===== config.mk =====
export PLATFORM = sky130hd
export DESIGN_NAME = pw_slot_saver
export DESIGN_NICKNAME = d
export VERILOG_FILES = /design/src/rtl/pw_slot_saver.sv
export SDC_FILE = /design/constraint.sdc
export NUM_CORES = 1
export LEC_CHECK = 0
export ABC_AREA = 1
export CORE_AREA = 2 2 61 63
export DETAILED_ROUTE_END_ITERATION = 10
export DIE_AREA = 0 0 63 65
export GPL_TIMING_DRIVEN = 0
export PLACE_DENSITY = 0.81
export RECOVER_POWER = 100
export SYNTH_ARGS = -nofsm -noshare
export SYNTH_HDL_FRONTEND = slang
export SYNTH_SLANG_ARGS = --single-unit

===== constraint.sdc =====
create_clock -name clk -period 1.5 [get_ports clk]
set_input_delay 0.3 -clock clk [delete_from_list [all_inputs] [get_ports clk]]
set_output_delay 0.3 -clock clk [all_outputs]
set_load 0.02 [all_outputs]

===== src/rtl/pw_slot_saver.sv =====
// Password-slot saver: scans the slot store for the first empty slot and writes
// the latched password there, aborting on a full store or (optionally) a duplicate.
//
// state   | meaning
// --------+-----------------------------------------------------------
// S_IDLE  | waiting for start; outputs hold last addresses/err_code
// S_SCAN  | one slot per cycle, looking for duplicates and first empty
// S_WRITE | save_start strobe to the store
// S_DONE  | finish pulse
// S_ERR   | error pulse, err_code already set
module pw_slot_saver #(
    parameter int NUM_SLOTS = 4,
    parameter int ADDR_W    = 2,
    parameter int PW_WIDTH  = 16,
    parameter int CHECK_DUP = 1
) (
    input  logic                clk,
    input  logic                reset,
    input  logic                start,
    input  logic [PW_WIDTH-1:0] pw_in,
    input  logic [PW_WIDTH:0]   slot_data,
    output logic [ADDR_W-1:0]   read_addr,
    output logic [ADDR_W-1:0]   save_addr,
    output logic [PW_WIDTH-1:0] save_data,
    output logic                save_start,
    output logic                finish,
    output logic                error,
    output logic [1:0]          err_code,
    output logic                busy
);

    localparam logic [ADDR_W-1:0] LAST_ADDR = ADDR_W'(NUM_SLOTS - 1);
    localparam logic [1:0] ERR_NONE = 2'b00;
    localparam logic [1:0] ERR_DUP  = 2'b01;
    localparam logic [1:0] ERR_FULL = 2'b10;

    typedef enum logic [2:0] {
        S_IDLE,
        S_SCAN,
        S_WRITE,
        S_DONE,
        S_ERR
    } state_t;

    state_t state, state_nxt;
    logic   found;
    logic   slot_valid;
    logic   dup_hit;
    logic   empty_hit;
    logic   last_slot;

    always_comb begin
        slot_valid = slot_data[PW_WIDTH];
        // Only valid slots count as duplicates; stale bits in an empty slot are ignored.
        dup_hit    = (CHECK_DUP != 0) && slot_valid && (slot_data[PW_WIDTH-1:0] == save_data);
        empty_hit  = !slot_valid && !found;
        last_slot  = (read_addr == LAST_ADDR);
    end

    always_ff @(posedge clk) begin
        if (reset) begin
            state <= S_IDLE;
        end else begin
            state <= state_nxt;
        end
    end

    always_comb begin
        state_nxt  = state;
        save_start = 1'b0;
        finish     = 1'b0;
        error      = 1'b0;
        busy       = 1'b1;
        case (state)
            S_IDLE: begin
                busy = 1'b0;
                if (start) begin
                    state_nxt = S_SCAN;
                end
            end
            S_SCAN: begin
                if (dup_hit) begin
                    state_nxt = S_ERR;
                end else if (last_slot) begin
                    state_nxt = (found || empty_hit) ? S_WRITE : S_ERR;
                end
            end
            S_WRITE: begin
                save_start = 1'b1;
                state_nxt  = S_DONE;
            end
            S_DONE: begin
                finish    = 1'b1;
                state_nxt = S_IDLE;
            end
            S_ERR: begin
                error     = 1'b1;
                state_nxt = S_IDLE;
            end
            default: begin
                state_nxt = S_IDLE;
            end
        endcase
    end

    always_ff @(posedge clk) begin
        if (reset) begin
            read_addr <= '0;
            save_addr <= '0;
            save_data <= '0;
            err_code  <= ERR_NONE;
            found     <= 1'b0;
        end else begin
            case (state)
                S_IDLE: begin
                    if (start) begin
                        save_data <= pw_in;
                        read_addr <= '0;
                        err_code  <= ERR_NONE;
                        found     <= 1'b0;
                    end
                end
                S_SCAN: begin
                    if (dup_hit) begin
                        err_code <= ERR_DUP;
                    end else begin
                        if (empty_hit) begin
                            save_addr <= read_addr;
                            found     <= 1'b1;
                        end
                        // read_addr parks on the last slot rather than wrapping.
                        if (last_slot) begin
                            if (!(found || empty_hit)) begin
                                err_code <= ERR_FULL;
                            end
                        end else begin
                            read_addr <= read_addr + ADDR_W'(1);
                        end
                    end
                end
                default: begin
                end
            endcase
        end
    end

endmodule

# Yosys cells after proc, flatten, opt, wreduce, memory -nomap -nowiden
# Cells that the tools add are included.
[word_totals]
output_inout_bits = 26
elab_cells = 54
regBits = 26
in_bits = 36
[op_classes]
add_sub_neg = 1
reduce_logical = 13
mux = 21
n_bitwise = 1
n_eq_ne = 12
[op_table]
columns = ["op", "n"]
rows = [
  ["== test 16 bit", 1],
  ["2-to-1 mux 2 bit", 6],
  ["2-to-1 mux 3 bit", 4],
  ["AND reduction 4 bit", 3],
  ["case mux 3 bit (3 select lines)", 1],
  ["!= test 2 bit, second input constant", 4],
  ["case mux 2 bit (2 select lines)", 2],
  ["2-to-1 mux 1 bit", 7],
  ["== test 3 x 2 -> 1 bit, second input constant", 2],
  ["!= test 3 bit, second input constant", 2],
  ["AND reduction 2 bit", 2],
  ["== test 3 x 1 -> 1 bit, second input constant", 1],
  ["== test 3 bit, second input constant", 1],
  ["zero test 3 bit", 1],
  ["AND reduction 3 bit", 1],
  ["adder 2 x 1 -> 2 bit, second input constant", 1],
  ["== test 2 bit, second input constant", 1],
  ["logical AND 1 bit", 2],
  ["zero test 1 bit", 2],
  ["case mux 1 bit (2 select lines)", 1],
  ["nonzero test 2 bit", 1],
  ["logical OR 1 bit", 1],
  ["inverter 1 bit", 1],
]

# Longest topological paths before layout
[depth]
depth_word = 7
mapped_depth = 14
mapped_depth_nobuf = 14

# Worst setup path after synthesis
# Ideal clock, no wire load.
[synth_timing]
kind = "reg-to-reg"
from = "register save_data[3]"
to = "register err_code[0]"
setup_time_ps = 113
synth_period_minus_slack_ps = 1460
t_arrival_ps = 1347
stages_incl_launch_ff = 12
path_slack_ps = 40
path_buffers = 0
required_ps = 1387
path_cell_list = "dfxtp_1 -> inv_1 -> nand2_1 -> nand2_1 -> nor2_1 -> nand2_1 -> nor2_2 -> nand3_2 -> a21oi_2 -> nand2_2 -> nor2_1 -> nor2_1"
[synth_between]
elab_chain_cells = 4
word_cells_on_any_way = 7
cone_classes = "eq/ne (3); mux (2); reduce/logical (2)"
[synth_lines]
columns = ["element", "line", "rtl"]
rows = [
  ["start: declaration", "24", "output logic [PW_WIDTH-1:0] save_data,"],
  ["start signal: assignment", "117", "save_data <= pw_in;"],
  ["== test 16 bit (*)", "55", "dup_hit = (CHECK_DUP != 0) && slot_valid && (slot_data[PW_WIDTH-1:0] == save_data);"],
  ["logical AND 1 bit (*)", "55", ""],
  ["!= test 3 bit (no source line) / 2-to-1 mux 2 bit (equally long branches)", "-", ""],
  ["AND reduction 4 bit (no source line) / case mux 2 bit (2 select lines) (equally long branches)", "-", ""],
  ["end signal: assignment", "111", "err_code <= ERR_NONE;"],
  ["end signal: assignment", "119", "err_code <= ERR_NONE;"],
  ["end signal: assignment", "125", "err_code <= ERR_DUP;"],
  ["end: declaration", "28", "output logic [1:0] err_code,"],
]
# Mark *: on every way between the ends. The rest lies on a longest branch, timed or not.
# A chain may end at the register's enable or synchronous reset.

# Final worst setup path
[layout_timing]
from = "register save_data[9]"
to = "register err_code[1]"
# Same word-level chain as after synthesis.

==> impl_summary.txt <==
----------------------------------------------------
[Run status]
  Status ... finished with violations
  Failing checks ... setup timing

[Synthesis]
  Register area share after synthesis ... 0.384
  Yosys warnings ... 0
  Number of instances in the synthesized netlist ... 206
  Netlist area before placement ... 1350 sq um
  Post-Synthesis Net Count ... 243
  Flops & latches, synth ... 26
  Number of distinct standard cells referenced by the synthesized netlist ... 23
  Avg Inst Size Synth ... 6.57 sq um

[Floorplan]
  Row cnt ... 22
  Die height ... 65 microns
  X dimension of the die ... 63 microns
  Core box area ... 3500 sq um
  Starting density of the core ... 0.387
  Total Die Area ... 4100 sq um
  Ports placed on the boundary ... 62

[Clock tree]
  Register clock-pin slew on the reported worst setup and hold paths ... 0.14 ns
  Cts bufs inserted ... 3
  Buffer levels on the longest clock path ... 2
  Sink Count ... 26
  Total of hold buffers inserted after clock tree synthesis ... 0
  Clock tree from TritonCTS ... done
  Clk Latency, worst-skew pair ... 0.32 ns
  Clock root buffer master ... clkbuf_4
  Max H-tree Level ... 1

[Setup path]
  Sum of buffers and inverters on the critical path ... 1
  Number of cell instances on the worst register-to-register path ... 12
  Cell-by-cell listing of the critical path ... buf_4 -> nand2_2 -> nand4_1 -> nor2_2 -> nand3_2 -> nand2_2 -> nand2_2 -> nand2_2 -> nand2_4 -> nand2_2 -> nand2_1 -> nor2_1
  Total stage count of the critical path ... 12
  Path type of the worst setup path ... flip-flop to flip-flop
  Kind of end point of the critical path ... flip-flop
  Highest-delay cell along the critical path ... dfxtp_2
  RR Startpoint ... save_data[9]
  CP delay by family, top ... simple AND/OR/NAND/NOR gates
  Worst-path maximum fanout ... 4
  Critical Path AT ... 1.77 ns
  Crit path from ... save_data[9]
  Max stage delay on crit path ... 0.35 ns
  Cell mode on critical path ... nand2_2
  Worst Path Required ... 1.76 ns
  Startpoint Class ... flip-flop

[STA]
  Final WS setup ... -0.0146 ns
  Remaining max-slew budget at the tightest pin ... 0.680
  Final hold violations ... 0
  Final hold slack ... 0.282 ns
  Clk_skew ... 0.0114 ns
  Min Tclk post-route ... 1.51 ns
  Number of pins exceeding their max-slew limit in the final report ... 0
  Setup Viol. Count Final ... 3
  Setup repair after global routing missed its margin ... true
  Fin crit share ... 1.01
  Worst Tran Pin Value ... 0.476 ns
  Highest clock rate ... 660 MHz

[Placed design]
  Placed cell count ... 314
  DP Wirelength ... 2.85 mm
  Total placed instance area ... 2010 sq um
  Post-place setup slack ... -0.467 ns
  Count of buffers from port buffering ... 60
  Routability-driven placement congestion ratio ... 0.789

[Final layout]
  Synthesis-to-layout area growth ... 56.2%
  Non-filler cells in the finished layout ... 326
  Area of all placed cells without fillers ... 2110 sq um
  Antenna diodes ... 0
  Total Nets Final ... 317
  Fraction of final layout cells sized beyond drive strength 1 ... 0.227

[Pwr]
  Total power density per cell area ... 875 nW/um^2
  Lkg Pwr ... 1.06 nW
  Worst VDD drop ... 0.510 mV
  Total power ... 1.85 mW

[Hold path]
  Hold Path Origin ... reset
  Min-delay worst type ... input port to flip-flop
  Number of cells on the worst hold path ... 2

[Route]
  Detailed-route wire length per cell ... 11.7 microns
  Detailed-route DRC error count ... 0
  Vias per cell ... 4.64
  Antenna-violating nets left ... 0
  Number of detailed-routing iterations run before antenna repair ... 4
  Via total after detailed routing ... 1514
  Drt initial violations ... 45
  Post-Route WL ... 3.81 mm

[Run]
  Max-cap violation count ... 0

[Global route]
  Sum of overflow across all layers after global routing ... 0
  First-pass GRT wire length ... 6.44 mm
  Number of antenna violations at the first check in global routing ... 0
  Aggregate global-route resource usage ... 0.194
  Vias in the first global route ... 1512
  Maximum number of pins on one net before global-route repair ... 14

----------------------------------------------------
[flip-flops by register name (all words and copies together) (netlist names)]
signal,flops
state,3
save_data,16
read_addr,2
err_code,2
found,1
save_addr,2
[worst register-to-register path, cell delays in order, from the launching register on]
cell     delay [ns]
dfxtp_2        0.35
buf_4          0.13
nand2_2        0.05
nand4_1        0.11
nor2_2         0.17
nand3_2        0.15
nand2_2        0.11
nand2_2        0.06
nand2_2        0.07
nand2_4        0.07
nand2_2        0.05
nand2_1        0.04
nor2_1         0.08
[power breakdown]
part           switching [mW]  internal [mW]  total [mW]
Combinational           0.414          0.315       0.729
Sequential             0.0538          0.775       0.829
Clock                   0.198         0.0941       0.292
[routing by layer]
layer / GRT usage / vias to the layer above / part of all wire
met5: 0 / - / 0
met4: 0.0472 / 0 / 0.0089
met3: 0.0330 / 5 / 0.052
met2: 0.371 / 43 / 0.52
met1: 0.223 / 681 / 0.42
li1: - / 785 / -
[placed cells by master, fill, tap and decap left out, types with 7 or more instances in the layout]
master,n
a21oi_1,19
buf_4,10
clkdlybuf4s50_1,23
dfxtp_1,16
dfxtp_2,10
dlygate4sd2_1,33
inv_1,30
inv_2,9
nand2_1,43
nand2_2,9
nor2_1,15
nor2_2,7
o21ai_0,17
[cell families (layout without fill, tap and decap cells)]
kind of cell,Yosys count,in the layout,share of synthesized area
buffers and inverters,44,116,0.128
AOI/OAI and AO/OA,42,42,0.162
DFF,26,26,0.384
xor gates and xnor gates,4,4,0.0259
adders and majority gates,1,1,0.00924
and+or+nand+nor,89,89,0.290
[through the flow]
stage	setup TNS [ns]	utilization
CTS	-0.0572	0.589
global route	-1.00	0.605
floorplan	0	-
finish	-0.0306	0.605
detailed placement	-6.43	0.576
global placement	-6.08	0.576
[cells in the mapped netlist]
master | n | area [sq um]
nand2_1 | 50 | 188
inv_1 | 34 | 128
dfxtp_1 | 26 | 521
a21oi_1 | 21 | 105
nor2_1 | 19 | 71.3
o21ai_0 | 18 | 90.1
inv_2 | 5 | 18.8
nand3_1 | 4 | 20.0
xnor2_1 | 4 | 35.0
clkbuf_1 | 3 | 11.3
nand2_2 | 3 | 18.8
nand3_2 | 3 | 30.0
nor2_2 | 3 | 18.8
nor3_1 | 3 | 15.0
nand4_1 | 2 | 12.5
a211oi_1 | 1 | 7.51
a21oi_2 | 1 | 8.76
buf_2 | 1 | 5.00
buf_6 | 1 | 11.3
ha_1 | 1 | 12.5
nor2_4 | 1 | 11.3
nor3b_1 | 1 | 7.51
o211ai_1 | 1 | 7.51
[layout make-up]
type,count,area (sq um)
clock buffers,3,22.5
well taps,48,60.1
multi-input cells,136,707
flip-flops and latches,26,533
repair buffers,69,607
plain buffers,5,38.8
inverters,39,146
fillers,354,1380
[final timing paths]
| kind | end | slack, ns |
|---|---|---|
| setup reg to reg | err_code[1] | -0.01 |
| setup / recovery | err_code[1] | -0.01 |
| hold / removal | state[1] | 0.28 |
| hold reg to reg | save_data[5] | 0.47 |
[what timing repair did]
action | in CTS | in global routing
pin swaps | 17 | 12
gates resized for setup | 70 | 21
buffers inserted | 6 | 3
endpoints found under the setup margin | 32 | 22
(Power assumes the default switching activity.)
